**src/rtl/gpio_capture_pkg.sv**
```systemverilog
// ---------------------------------------------------------------------------
// gpio_capture_pkg
//
// Shared constants and event record types for the GPIO input capture block.
//   NPADS_DEFAULT : number of monitored pads (OPENFRAME_IO_PADS)
//   PIN_W         : width of an event's pin index field
//   TS_W_DEFAULT  : default timestamp width
//   evt_tag_t     : pin index + edge polarity of one event
//   evt_rec_t     : full event record (pin, rising, timestamp) at the
//                   default timestamp width
// ---------------------------------------------------------------------------
package gpio_capture_pkg;

    localparam int NPADS_DEFAULT = 44;
    localparam int PIN_W         = 6;
    localparam int TS_W_DEFAULT  = 16;

    // Pin/polarity part of an event; this is what always travels through
    // the event FIFO, with or without a timestamp beside it.
    typedef struct packed {
        logic [PIN_W-1:0] pin;
        logic             rising;
    } evt_tag_t;

    localparam int TAG_W = $bits(evt_tag_t);

    // Complete event record as seen by a consumer at the default width.
    typedef struct packed {
        logic [PIN_W-1:0]        pin;
        logic                    rising;
        logic [TS_W_DEFAULT-1:0] ts;
    } evt_rec_t;

endpackage

```
**src/rtl/gpio_capture_fifo.sv**
```systemverilog
// ---------------------------------------------------------------------------
// gpio_capture_fifo
//
// Small first-word-fall-through event FIFO with simultaneous push/pop.
// The storage is a register array read combinationally at the read
// pointer, so the head entry is visible in the cycle after it is written.
//
// Parameters
//   DEPTH : number of entries, power of two, >= 2
//   WIDTH : entry width in bits
// Ports
//   clk        : clock
//   reset      : synchronous active-high reset (empties the FIFO)
//   push       : write push_data this cycle (ignored when no room)
//   push_data  : entry to write
//   pop_valid  : head entry is valid
//   pop_ready  : consumer takes the head entry this cycle
//   pop_data   : head entry
//   count      : number of stored entries (0..DEPTH)
// ---------------------------------------------------------------------------
module gpio_capture_fifo #(
    parameter  int DEPTH = 8,
    parameter  int WIDTH = 8,
    localparam int PTR_W = $clog2(DEPTH),
    localparam int CNT_W = PTR_W + 1
) (
    input  logic             clk,
    input  logic             reset,
    input  logic             push,
    input  logic [WIDTH-1:0] push_data,
    output logic             pop_valid,
    input  logic             pop_ready,
    output logic [WIDTH-1:0] pop_data,
    output logic [CNT_W-1:0] count
);

    logic [WIDTH-1:0] mem_reg [DEPTH];
    logic [PTR_W-1:0] wr_ptr_reg;
    logic [PTR_W-1:0] rd_ptr_reg;
    logic [CNT_W-1:0] count_reg;
    logic             do_push;
    logic             do_pop;

    assign pop_valid = (count_reg != '0);
    assign do_pop    = pop_valid & pop_ready;
    // A full FIFO still takes a write when the head leaves in the same
    // cycle: the freed slot is the one the write pointer already points at.
    assign do_push   = push & ((count_reg < CNT_W'(DEPTH)) | do_pop);
    assign pop_data  = mem_reg[rd_ptr_reg];
    assign count     = count_reg;

    always_ff @(posedge clk) begin
        if (reset) begin
            wr_ptr_reg <= '0;
            rd_ptr_reg <= '0;
            count_reg  <= '0;
        end else begin
            if (do_push) begin
                wr_ptr_reg <= wr_ptr_reg + PTR_W'(1);
            end
            if (do_pop) begin
                rd_ptr_reg <= rd_ptr_reg + PTR_W'(1);
            end
            count_reg <= count_reg + CNT_W'(do_push) - CNT_W'(do_pop);
        end
    end

    // Storage carries no reset; entries are only observed while counted.
    always_ff @(posedge clk) begin
        if (do_push) begin
            mem_reg[wr_ptr_reg] <= push_data;
        end
    end

endmodule

```
**src/rtl/gpio_in_capture.sv**
```systemverilog
// ---------------------------------------------------------------------------
// gpio_in_capture
//
// Synchronises the GPIO pad inputs, detects enabled rising/falling edges,
// latches them as per-pin pending bits and serialises the pending bits into
// an event FIFO (lowest pin first, rise before fall within a pin).
//
// Build option
//   GPIO_CAPTURE_TIMESTAMP_EN : when defined, a free-running TS_W counter is
//   stored with each event and presented on evt_time. When undefined, the
//   counter and timestamp storage are absent and evt_time is 0.
//
// Parameters
//   NPADS      : number of pads monitored (<= 64)
//   FIFO_DEPTH : event FIFO depth, power of two, >= 2
//   TS_W       : timestamp width
// Ports
//   clk        : clock
//   reset      : synchronous active-high reset
//   gpio_in    : asynchronous pad levels
//   rise_en    : per-pin rising-edge enable
//   fall_en    : per-pin falling-edge enable
//   gpio_sync  : synchronised pad levels
//   evt_valid  : head event valid
//   evt_ready  : consumer accepts head event
//   evt_pin    : head event pin index
//   evt_rising : head event polarity (1 = rising)
//   evt_time   : head event timestamp
//   overflow   : sticky lost-event flag
//   ovf_clr    : clears overflow (a same-cycle drop wins)
// ---------------------------------------------------------------------------
module gpio_in_capture
    import gpio_capture_pkg::*;
#(
    parameter int NPADS      = NPADS_DEFAULT,
    parameter int FIFO_DEPTH = 8,
    parameter int TS_W       = 16
) (
    input  logic             clk,
    input  logic             reset,
    input  logic [NPADS-1:0] gpio_in,
    input  logic [NPADS-1:0] rise_en,
    input  logic [NPADS-1:0] fall_en,
    output logic [NPADS-1:0] gpio_sync,
    output logic             evt_valid,
    input  logic             evt_ready,
    output logic [PIN_W-1:0] evt_pin,
    output logic             evt_rising,
    output logic [TS_W-1:0]  evt_time,
    output logic             overflow,
    input  logic             ovf_clr
);

    // Pending bits are arbitrated as one vector of 2*NPADS slots:
    // slot 2*i is pin i rising, slot 2*i+1 is pin i falling, so the lowest
    // set slot is automatically "lowest pin, rise before fall".
    localparam int NSLOT  = 2 * NPADS;
    localparam int SLOT_W = $clog2(NSLOT);
    localparam int CNT_W  = $clog2(FIFO_DEPTH) + 1;

`ifdef GPIO_CAPTURE_TIMESTAMP_EN
    localparam int EVT_W = TAG_W + TS_W;
`else
    localparam int EVT_W = TAG_W;
`endif

    // ------------------------------------------------------------------
    // Synchroniser, edge history and post-reset arming
    // ------------------------------------------------------------------
    logic [NPADS-1:0] sync1_reg;
    logic [NPADS-1:0] sync2_reg;
    logic [NPADS-1:0] sync3_reg;
    logic [1:0]       arm_cnt_reg;
    logic             armed;

    // The first cycles after reset compare a freshly loaded sync2 against a
    // reset-zero sync3; holding detection off until the chain has filled
    // keeps pins that were already high from looking like rising edges.
    assign armed     = (arm_cnt_reg == 2'd3);
    assign gpio_sync = sync2_reg;

    always_ff @(posedge clk) begin
        if (reset) begin
            sync1_reg   <= '0;
            sync2_reg   <= '0;
            sync3_reg   <= '0;
            arm_cnt_reg <= '0;
        end else begin
            sync1_reg <= gpio_in;
            sync2_reg <= sync1_reg;
            sync3_reg <= sync2_reg;
            if (!armed) begin
                arm_cnt_reg <= arm_cnt_reg + 2'd1;
            end
        end
    end

    // ------------------------------------------------------------------
    // Edge detection and pending bits
    // ------------------------------------------------------------------
    logic [NPADS-1:0] rise_det;
    logic [NPADS-1:0] fall_det;
    logic [NPADS-1:0] pend_rise_reg;
    logic [NPADS-1:0] pend_fall_reg;
    logic [NPADS-1:0] pend_rise_next;
    logic [NPADS-1:0] pend_fall_next;
    logic [NPADS-1:0] drop_vec;
    logic [NSLOT-1:0] pend_vec;
    logic [NSLOT-1:0] grant;
    logic [NSLOT-1:0] push_grant;
    logic             do_push;

    genvar gi;
    generate
        for (gi = 0; gi < NPADS; gi++) begin : g_pin
            assign rise_det[gi] = armed & sync2_reg[gi] & ~sync3_reg[gi] & rise_en[gi];
            assign fall_det[gi] = armed & ~sync2_reg[gi] & sync3_reg[gi] & fall_en[gi];

            assign pend_vec[2*gi]   = pend_rise_reg[gi];
            assign pend_vec[2*gi+1] = pend_fall_reg[gi];

            // An edge that finds its pending bit already set is lost, even if
            // that bit is being pushed this very cycle.
            assign drop_vec[gi] = (rise_det[gi] & pend_rise_reg[gi])
                                | (fall_det[gi] & pend_fall_reg[gi]);

            // The enables only gate new detections; an already pending bit
            // survives until it is pushed.
            assign pend_rise_next[gi] = (pend_rise_reg[gi] & ~push_grant[2*gi])
                                      | (rise_det[gi] & ~pend_rise_reg[gi]);
            assign pend_fall_next[gi] = (pend_fall_reg[gi] & ~push_grant[2*gi+1])
                                      | (fall_det[gi] & ~pend_fall_reg[gi]);
        end
    endgenerate

    always_ff @(posedge clk) begin
        if (reset) begin
            pend_rise_reg <= '0;
            pend_fall_reg <= '0;
        end else begin
            pend_rise_reg <= pend_rise_next;
            pend_fall_reg <= pend_fall_next;
        end
    end

    // ------------------------------------------------------------------
    // Arbitration: isolate the lowest set slot and encode its index
    // ------------------------------------------------------------------
    logic [SLOT_W-1:0] slot_idx;
    logic [CNT_W-1:0]  fifo_count;
    logic              can_accept;
    evt_tag_t          push_tag;

    // x & -x keeps only the lowest set bit.
    assign grant = pend_vec & (~pend_vec + NSLOT'(1));

    always_comb begin
        slot_idx = '0;
        for (int k = 0; k < NSLOT; k++) begin
            if (grant[k]) begin
                slot_idx = slot_idx | SLOT_W'(k);
            end
        end
    end

    // Room exists below the depth, or at full depth when the head leaves
    // on this same edge.
    assign can_accept = (fifo_count < CNT_W'(FIFO_DEPTH)) | (evt_valid & evt_ready);
    assign do_push    = can_accept & (|pend_vec);
    assign push_grant = do_push ? grant : '0;

    assign push_tag.pin    = PIN_W'(slot_idx[SLOT_W-1:1]);
    assign push_tag.rising = ~slot_idx[0];

    // ------------------------------------------------------------------
    // Overflow flag: a drop in the same cycle as a clear keeps it set
    // ------------------------------------------------------------------
    logic overflow_reg;

    always_ff @(posedge clk) begin
        if (reset) begin
            overflow_reg <= 1'b0;
        end else begin
            overflow_reg <= (overflow_reg & ~ovf_clr) | (|drop_vec);
        end
    end

    assign overflow = overflow_reg;

    // ------------------------------------------------------------------
    // Event FIFO and optional timestamp
    // ------------------------------------------------------------------
    logic [EVT_W-1:0] fifo_wr_data;
    logic [EVT_W-1:0] fifo_rd_data;
    logic             fifo_valid;
    evt_tag_t         head_tag;
    logic [TS_W-1:0]  head_ts;

`ifdef GPIO_CAPTURE_TIMESTAMP_EN
    logic [TS_W-1:0] ts_cnt_reg;

    // Free-running; wraps naturally from all-ones to zero.
    always_ff @(posedge clk) begin
        if (reset) begin
            ts_cnt_reg <= '0;
        end else begin
            ts_cnt_reg <= ts_cnt_reg + TS_W'(1);
        end
    end

    assign fifo_wr_data = {push_tag, ts_cnt_reg};
    assign head_ts      = fifo_rd_data[TS_W-1:0];
`else
    assign fifo_wr_data = push_tag;
    assign head_ts      = '0;
`endif

    assign head_tag = evt_tag_t'(fifo_rd_data[EVT_W-1 -: TAG_W]);

    gpio_capture_fifo #(
        .DEPTH (FIFO_DEPTH),
        .WIDTH (EVT_W)
    ) u_fifo (
        .clk       (clk),
        .reset     (reset),
        .push      (do_push),
        .push_data (fifo_wr_data),
        .pop_valid (fifo_valid),
        .pop_ready (evt_ready),
        .pop_data  (fifo_rd_data),
        .count     (fifo_count)
    );

    // Head fields read zero whenever nothing is queued, so unreset storage
    // never shows through (in particular during and just after reset).
    assign evt_valid  = fifo_valid;
    assign evt_pin    = fifo_valid ? head_tag.pin : '0;
    assign evt_rising = fifo_valid & head_tag.rising;
    assign evt_time   = fifo_valid ? head_ts : '0;

endmodule

```
**config.mk**
```make
export PLATFORM = sky130hd
export DESIGN_NAME = gpio_in_capture
export DESIGN_NICKNAME = d
export VERILOG_FILES = /design/src/rtl/gpio_capture_pkg.sv /design/src/rtl/gpio_capture_fifo.sv /design/src/rtl/gpio_in_capture.sv
export SDC_FILE = /design/constraint.sdc
export NUM_CORES = 1
export LEC_CHECK = 0
export ABC_AREA = 1
export ABC_CLOCK_PERIOD_IN_PS = 1900
export BUFFER_PORTS_ARGS = -buffer_cell sky130_fd_sc_hd__buf_4
export CORE_MARGIN = 2
export CORE_UTILIZATION = 30
export DETAILED_ROUTE_END_ITERATION = 16
export MAX_ROUTING_LAYER = met4
export PLACE_DENSITY_LB_ADDON = 0.05
export RECOVER_POWER = 25
export SYNTH_ARGS = -nofsm -noshare
export SYNTH_HDL_FRONTEND = slang
export SYNTH_SLANG_ARGS = --single-unit
```
**constraint.sdc**
```tcl
create_clock -name clk -period 1.9 [get_ports clk]
set_clock_uncertainty 0.05 [all_clocks]
set_input_delay 0.095 -clock clk [delete_from_list [all_inputs] [get_ports clk]]
set_output_delay 0.095 -clock clk [all_outputs]
set_load 0.03 [all_outputs]
```
### After elaboration in Yosys (flattened, before gate mapping)

Memories as Yosys holds them, arrays and structs flattened. A register that Yosys moved wholly into a read port is not among the register bits.
Cells that the tools add are included.

| storage, ports and cells | value |
|---|---|
| input port bits | 136 |
| word-level logic and storage cells | 1,059 |
| memories kept | 1 |
| memory bits (writable) | 56 |
| output and inout bits | 69 |
| register bits after elaboration | 233 |

| cells by class | value |
|---|---|
| magnitude comparators | 1 |
| bitwise gates (word level) | 935 |
| reductions and logical operators | 5 |
| mux-type cells | 99 |
| add/sub/neg operators | 6 |
| equality and inequality tests | 2 |

Memories:

| memory | words | width | read ports | clocked after Yosys merged registers in | write ports | RTL line | RTL |
|---|---|---|---|---|---|---|---|
| u_fifo.mem_reg | 8 | 7 | 1 | 1 | 1 | gpio_capture_fifo.sv:37 | `logic [WIDTH-1:0] mem_reg [DEPTH];` |

Operator list:

| cell | count |
|---|---|
| $and A1 B1 Y1 | 533 |
| $not A1 Y1 | 266 |
| $mux W6 | 33 |
| $mux W7 | 24 |
| $or A1 B1 Y1 | 134 |
| $add A88 B1 Y88 const B | 1 |
| $and A88 B88 Y88 | 1 |
| $mux W88 | 1 |
| $not A88 Y88 | 1 |
| $reduce_or A88 Y1 | 1 |
| $mux W5 | 16 |
| $reduce_or A44 Y1 | 1 |
| $mux W4 | 8 |
| $mux W3 | 10 |
| $mux W2 | 4 |
| $add A3 B1 Y3 const B | 2 |
| $add A4 B1 Y4 | 1 |
| $lt A4 B4 Y1 const B | 1 |
| $reduce_bool A2 Y1 | 2 |
| $reduce_bool A4 Y1 | 1 |
| $sub A4 B1 Y4 | 1 |
| $mux W1 | 3 |
| $add A2 B1 Y2 const B | 1 |
| $eq A2 B2 Y1 const B | 1 |
| $ne A2 B2 Y1 const B | 1 |

### Logic depth before layout (Yosys ltp)

| logic depth | value |
|---|---|
| depth after elaboration | 91 |
| gate-level depth with buffers | 14 |
| gate-level depth less buffers | 14 |

### By module

Synthesis repeated with hierarchy kept, for this count alone.

| second synthesis, totals | value |
|---|---|
| cells, all modules | 2,233 |
| area, all modules | 14,886.8 um2 |

By module, submodules not included:

| module | area each (um2) | instances | cells an instance | sequential area each (um2) |
|---|---|---|---|---|
| gpio_in_capture | 11,966.5 | 1 | 1,972 | 4,464.3 |
| gpio_capture_fifo | 2,920.3 | 1 | 261 | 1,941.9 |

### Worst setup path after synthesis

No wires, ideal clock.

| path | value |
|---|---|
| path type | register -> register |
| from | register u_fifo.count_reg[2], in the netlist u_fifo.count[2] |
| to | memory u_fifo.mem_reg[0][0] (netlist name) (enable) |
| setup time | 0.360 ns |
| arrival time | 2.009 ns |
| path slack | -0.519 ns |
| stages on the path, launching flop included | 10 |
| clock period less this slack | 2.419 ns |
| cell sequence | dfxtp_1 inv_1 ha_1 nand3_1 nand2_1 nand2_1 nand2_4 buf_6 or2_1 nor2_1 |

| between the ends | value |
|---|---|
| word-level cells in the longest chain between the ends | 7 |
| elaborated cells between the ends (all ways) | 8 |
| classes of those cells | order compare: 1; mux: 2; bitwise: 4; reduce/logical: 1 |

Ends and longest elaborated chain:

| what | RTL line | RTL |
|---|---|---|
| from (decl) | gpio_capture_fifo.sv:40 | `logic [CNT_W-1:0] count_reg;` |
| from (signal assigned) | gpio_capture_fifo.sv:64 | `count_reg <= count_reg + CNT_W'(do_push) - CNT_W'(do_pop);` |
| $reduce_bool A4 Y1 (*) | gpio_capture_fifo.sv:44 | `assign pop_valid = (count_reg != '0);` |
| net evt_valid | gpio_in_capture.sv:45 | `output logic evt_valid,` |
| $and A1 B1 Y1 (*) | gpio_capture_fifo.sv:45, gpio_in_capture.sv:168 |  |
| $or A1 B1 Y1 (*) | gpio_capture_fifo.sv:48, gpio_in_capture.sv:168 |  |
| $and A1 B1 Y1 | gpio_in_capture.sv:169 | `assign do_push = can_accept & (\|pend_vec);` |
| $and A1 B1 Y1 (*) | gpio_capture_fifo.sv:48 | `assign do_push = push & ((count_reg < CNT_W'(DEPTH)) \| do_pop);` |
| $mux W1 (*) | gpio_capture_fifo.sv:70 | `if (do_push) begin` |
| $mux W1 (implied by the code) (*) | gpio_capture_fifo.sv:71 | `mem_reg[wr_ptr_reg] <= push_data;` |
| to (decl) | gpio_capture_fifo.sv:37 |  |

The timed path passes the listed nets; every way through them passes the cells marked *.

### Worst setup path after layout

| path | value |
|---|---|
| from | register pend_fall_reg[33] |
| to | register u_fifo.count_reg[1], in the netlist u_fifo.count[1] |

| between the ends | value |
|---|---|
| word-level cells in the longest chain between the ends | 5 |

Ends and longest elaborated chain:

| what | RTL line | RTL |
|---|---|---|
| from (decl) | gpio_in_capture.sv:104 | `logic [NPADS-1:0] pend_fall_reg;` |
| from (signal assigned) | gpio_in_capture.sv:142 | `pend_fall_reg <= pend_fall_next;` |
| $reduce_or A88 Y1 | gpio_in_capture.sv:169 |  |
| $and A1 B1 Y1 | gpio_in_capture.sv:169 |  |
| $and A1 B1 Y1 | gpio_capture_fifo.sv:48 |  |
| $add A4 B1 Y4 | gpio_capture_fifo.sv:64 |  |
| $sub A4 B1 Y4 | gpio_capture_fifo.sv:64 |  |

Every way passes these cells.
A chain may end at the register's enable or synchronous reset.

==> flow_summary.toml <==
[status]
status = "complete, but fails checks"
violations = "setup timing"

[drt]
met3RoutedLength_um = 4450
remaining_drc_errors = 0
route.final.wire_length_um = 71300
routed.top_layer = "met4"
num_vias = 17300
via_per_inst = 4.63
ant_nets = 0
wire_per_inst_um = 19.1
wl_met2_um = 30800
drt_pass1_iterations = 5
wl_met1_um = 33500
drt_iter0_markers = 1186

[synth]
yosys.cell_types.count = 44
syn_inst = 2238
synthTopCellsByCount = "nor2_1, inv_1, nand2_1"
synth_edf_count = 56
synth-async-reset-ratio = 0
yosys-top-cells-area = "dfxtp_1, nor2_1, edfxtp_1"
synth_area_um2 = 15000
ys_warn_count = 0
ys_seq_elements = 292
synth_top_cell_by_area = "dfxtp_1"
synth_flop_cell = "dfxtp_1"
yosysMostFrequentCell = "nor2_1"
synth.avg_cell_area_um2 = 6.69
yosysTopAreaCellShare = 0.315
seq_area_frac_synth = 0.428

[sta]
finalSetupViolCount = 215
max_freq_mhz = 430
maxSlewViolCount = 0
worstMarginPinSlew_ns = 0.915
period_needed_ns = 2.33
hold_viol_final = 0
hold_slack_ns = 0.0271
finalWorstSetupSlack_ns = -0.427
fin_crit_sh = 1.22
maxSlewHeadroom = 0.390
rsz0062_at_grt = "true"

[layout]
finish.instance_area_um2 = 25200
largest_register_ffs = 56
syn_to_final_growth_pct = 68.1
diodes = 0
nNetsFinal = 3181
final_layout_size_suffix_gt1_frac = 0.382

[clocking]
path_clk_slew_ns = 0.06
cts_buffers = 37
cts_num_sinks = 292
clockRootBuffer = "clkbuf_16"
cts_buffer_depth = 3
cts_tree = "done"
clock_latency_ns = 0.57
cts_max_level = 2

[min_path]
worstHoldEndpoint = "pend_fall_reg[20]"
whs_path_depth = 6
hp-start = "fall_en[20]"
worstHoldPathType = "in2reg"

[power_and_ir_drop]
p_per_area_nw_per_um2 = 788
vdd_drop_max_mv = 0.647
leakagePower_nw = 12.7
power_mw = 19.8

[floorplan]
dieArea_um2 = 51700
num_rows = 81
initial_utilization = 0.305
fp.dieW_um = 227
die_h_um = 227
core_um2 = 49200
pin_count = 205

[global_routing]
grt_pass1_vias = 16800
overflow = 0
grtUsageTotal = 0.283
grt_pass1_wl_um = 104000
antenna_found_initial = 0
grt_max_degree = 57

[worst_setup_path]
critPathLaunchType = "flip-flop"
r2r_cells = 12
crit_type = "reg2reg"
cp.required_ns = 2.37
worstPathArrival_ns = 2.79
reg2reg_to = "u_fifo.count[1]"
r2r_start = "pend_fall_reg[33]"
crit_fanout = 4
endpoint_kind = "flip-flop"
rrSetupSlack_ns = -0.43

[placed_design]
portBuffers = 188
placedInstanceArea_um2 = 20800
hpwl_um = 57500
place_congestion = 0.935

[job]
drv_cap = 0
==> through the flow <==
stage | worst slack [ns] | setup TNS [ns] | cells | utilization
2_1_floorplan | -0.0752 | -2.50 | 2253 | -
3_3_place_gp | -0.939 | -142.42 | 3529 | 0.424
3_5_place_dp | -0.870 | -136.71 | 3529 | 0.424
4_1_cts | -0.396 | -54.50 | 3719 | 0.502
5_1_grt | -0.444 | -63.26 | 3729 | 0.512
6_report | -0.427 | -53.51 | 3729 | 0.512
==> area by class of cell <==
cell class / count / area (µm²)
clock buffers: 47 / 1010
clock inverters: 21 / 329
well taps: 664 / 831
inverters: 387 / 1460
flip-flops and latches: 292 / 6510
fillers: 4892 / 24000
multi-input cells: 1505 / 8340
repair buffers: 813 / 6700
==> cell usage in the layout, fill, tap and decap left out, types with 23 or more instances in the layout <==
| master | instances |
|---|---|
| nor2_2 | 91 |
| nand2_1 | 287 |
| nand3_4 | 23 |
| nand2_2 | 63 |
| nor2_1 | 445 |
| nor2_4 | 63 |
| nand3_2 | 30 |
| nand4_1 | 78 |
| clkbuf_16 | 39 |
| o21ai_0 | 97 |
| a31oi_1 | 23 |
| edfxtp_1 | 56 |
| a21oi_1 | 53 |
| dfxtp_2 | 40 |
| buf_4 | 653 |
| dfxtp_1 | 182 |
| inv_1 | 370 |
| dlygate4sd3_1 | 90 |
| buf_6 | 50 |
| nand3_1 | 85 |
==> worst max-delay path by stage <==
stage	start	endpoint	slack (ns)	depth (start not counted)
after global placement	pend_rise_reg[37]	u_fifo.count[3]	-0.94	14
after CTS	pend_rise_reg[41]	u_fifo.count[1]	-0.40	12
after detailed placement	pend_rise_reg[37]	u_fifo.count[1]	-0.87	12
after floorplan	u_fifo.count[2]	u_fifo.count[1]	-0.08	11
final	pend_fall_reg[33]	u_fifo.count[1]	-0.43	12
after global routing	pend_fall_reg[19]	u_fifo.mem_reg[1][3]	-0.44	13
==> repair_timing <==
item / 4_1_cts / 5_1_grt
pin swaps: 87 / 43
setup endpoints to repair: 215 / 215
hold buffers: 90 / 0
cloned: 0 / 2
resized for setup: 382 / 141
hold endpoints to repair: 100 / 0
buffers inserted: 34 / 8
==> power breakdown <==
group / leakage, nW / internal, mW / total (mW) / switching, mW
logic: 9.63 / 2.14 / 5.20 / 3.06
registers: 2.47 / 6.65 / 6.82 / 0.165
clock network: 0.647 / 4.79 / 7.82 / 3.02
==> per-layer routing <==
| metal | global-route usage | up-vias |
|---|---|---|
| met5 | - | - |
| met4 | 0.108 | 0 |
| met3 | 0.0514 | 100 |
| met2 | 0.419 | 491 |
| met1 | 0.383 | 8009 |
| li1 | - | 8652 |
==> kinds of logic after synthesis <==
group	synth area share
compound gates	0.0890
xor+xnor	0.00175
fa+ha+maj	0.00802
buf+inv	0.121
flops	0.428
other cells	0.000250
simple gates	0.352
==> worst max-delay path: stages (launching register included) <==
cell     delay [ns]
dfxtp_1        0.34
inv_1          0.11
nand2_1        0.10
nor3_4         0.18
nand4_1        0.29
nor2_2         0.23
nand3_4        0.12
nand2_4        0.11
inv_6          0.04
ha_4           0.15
inv_4          0.05
fa_2           0.42
nor2_1         0.09
No activity file was read; power rests on OpenSTA's default activity.
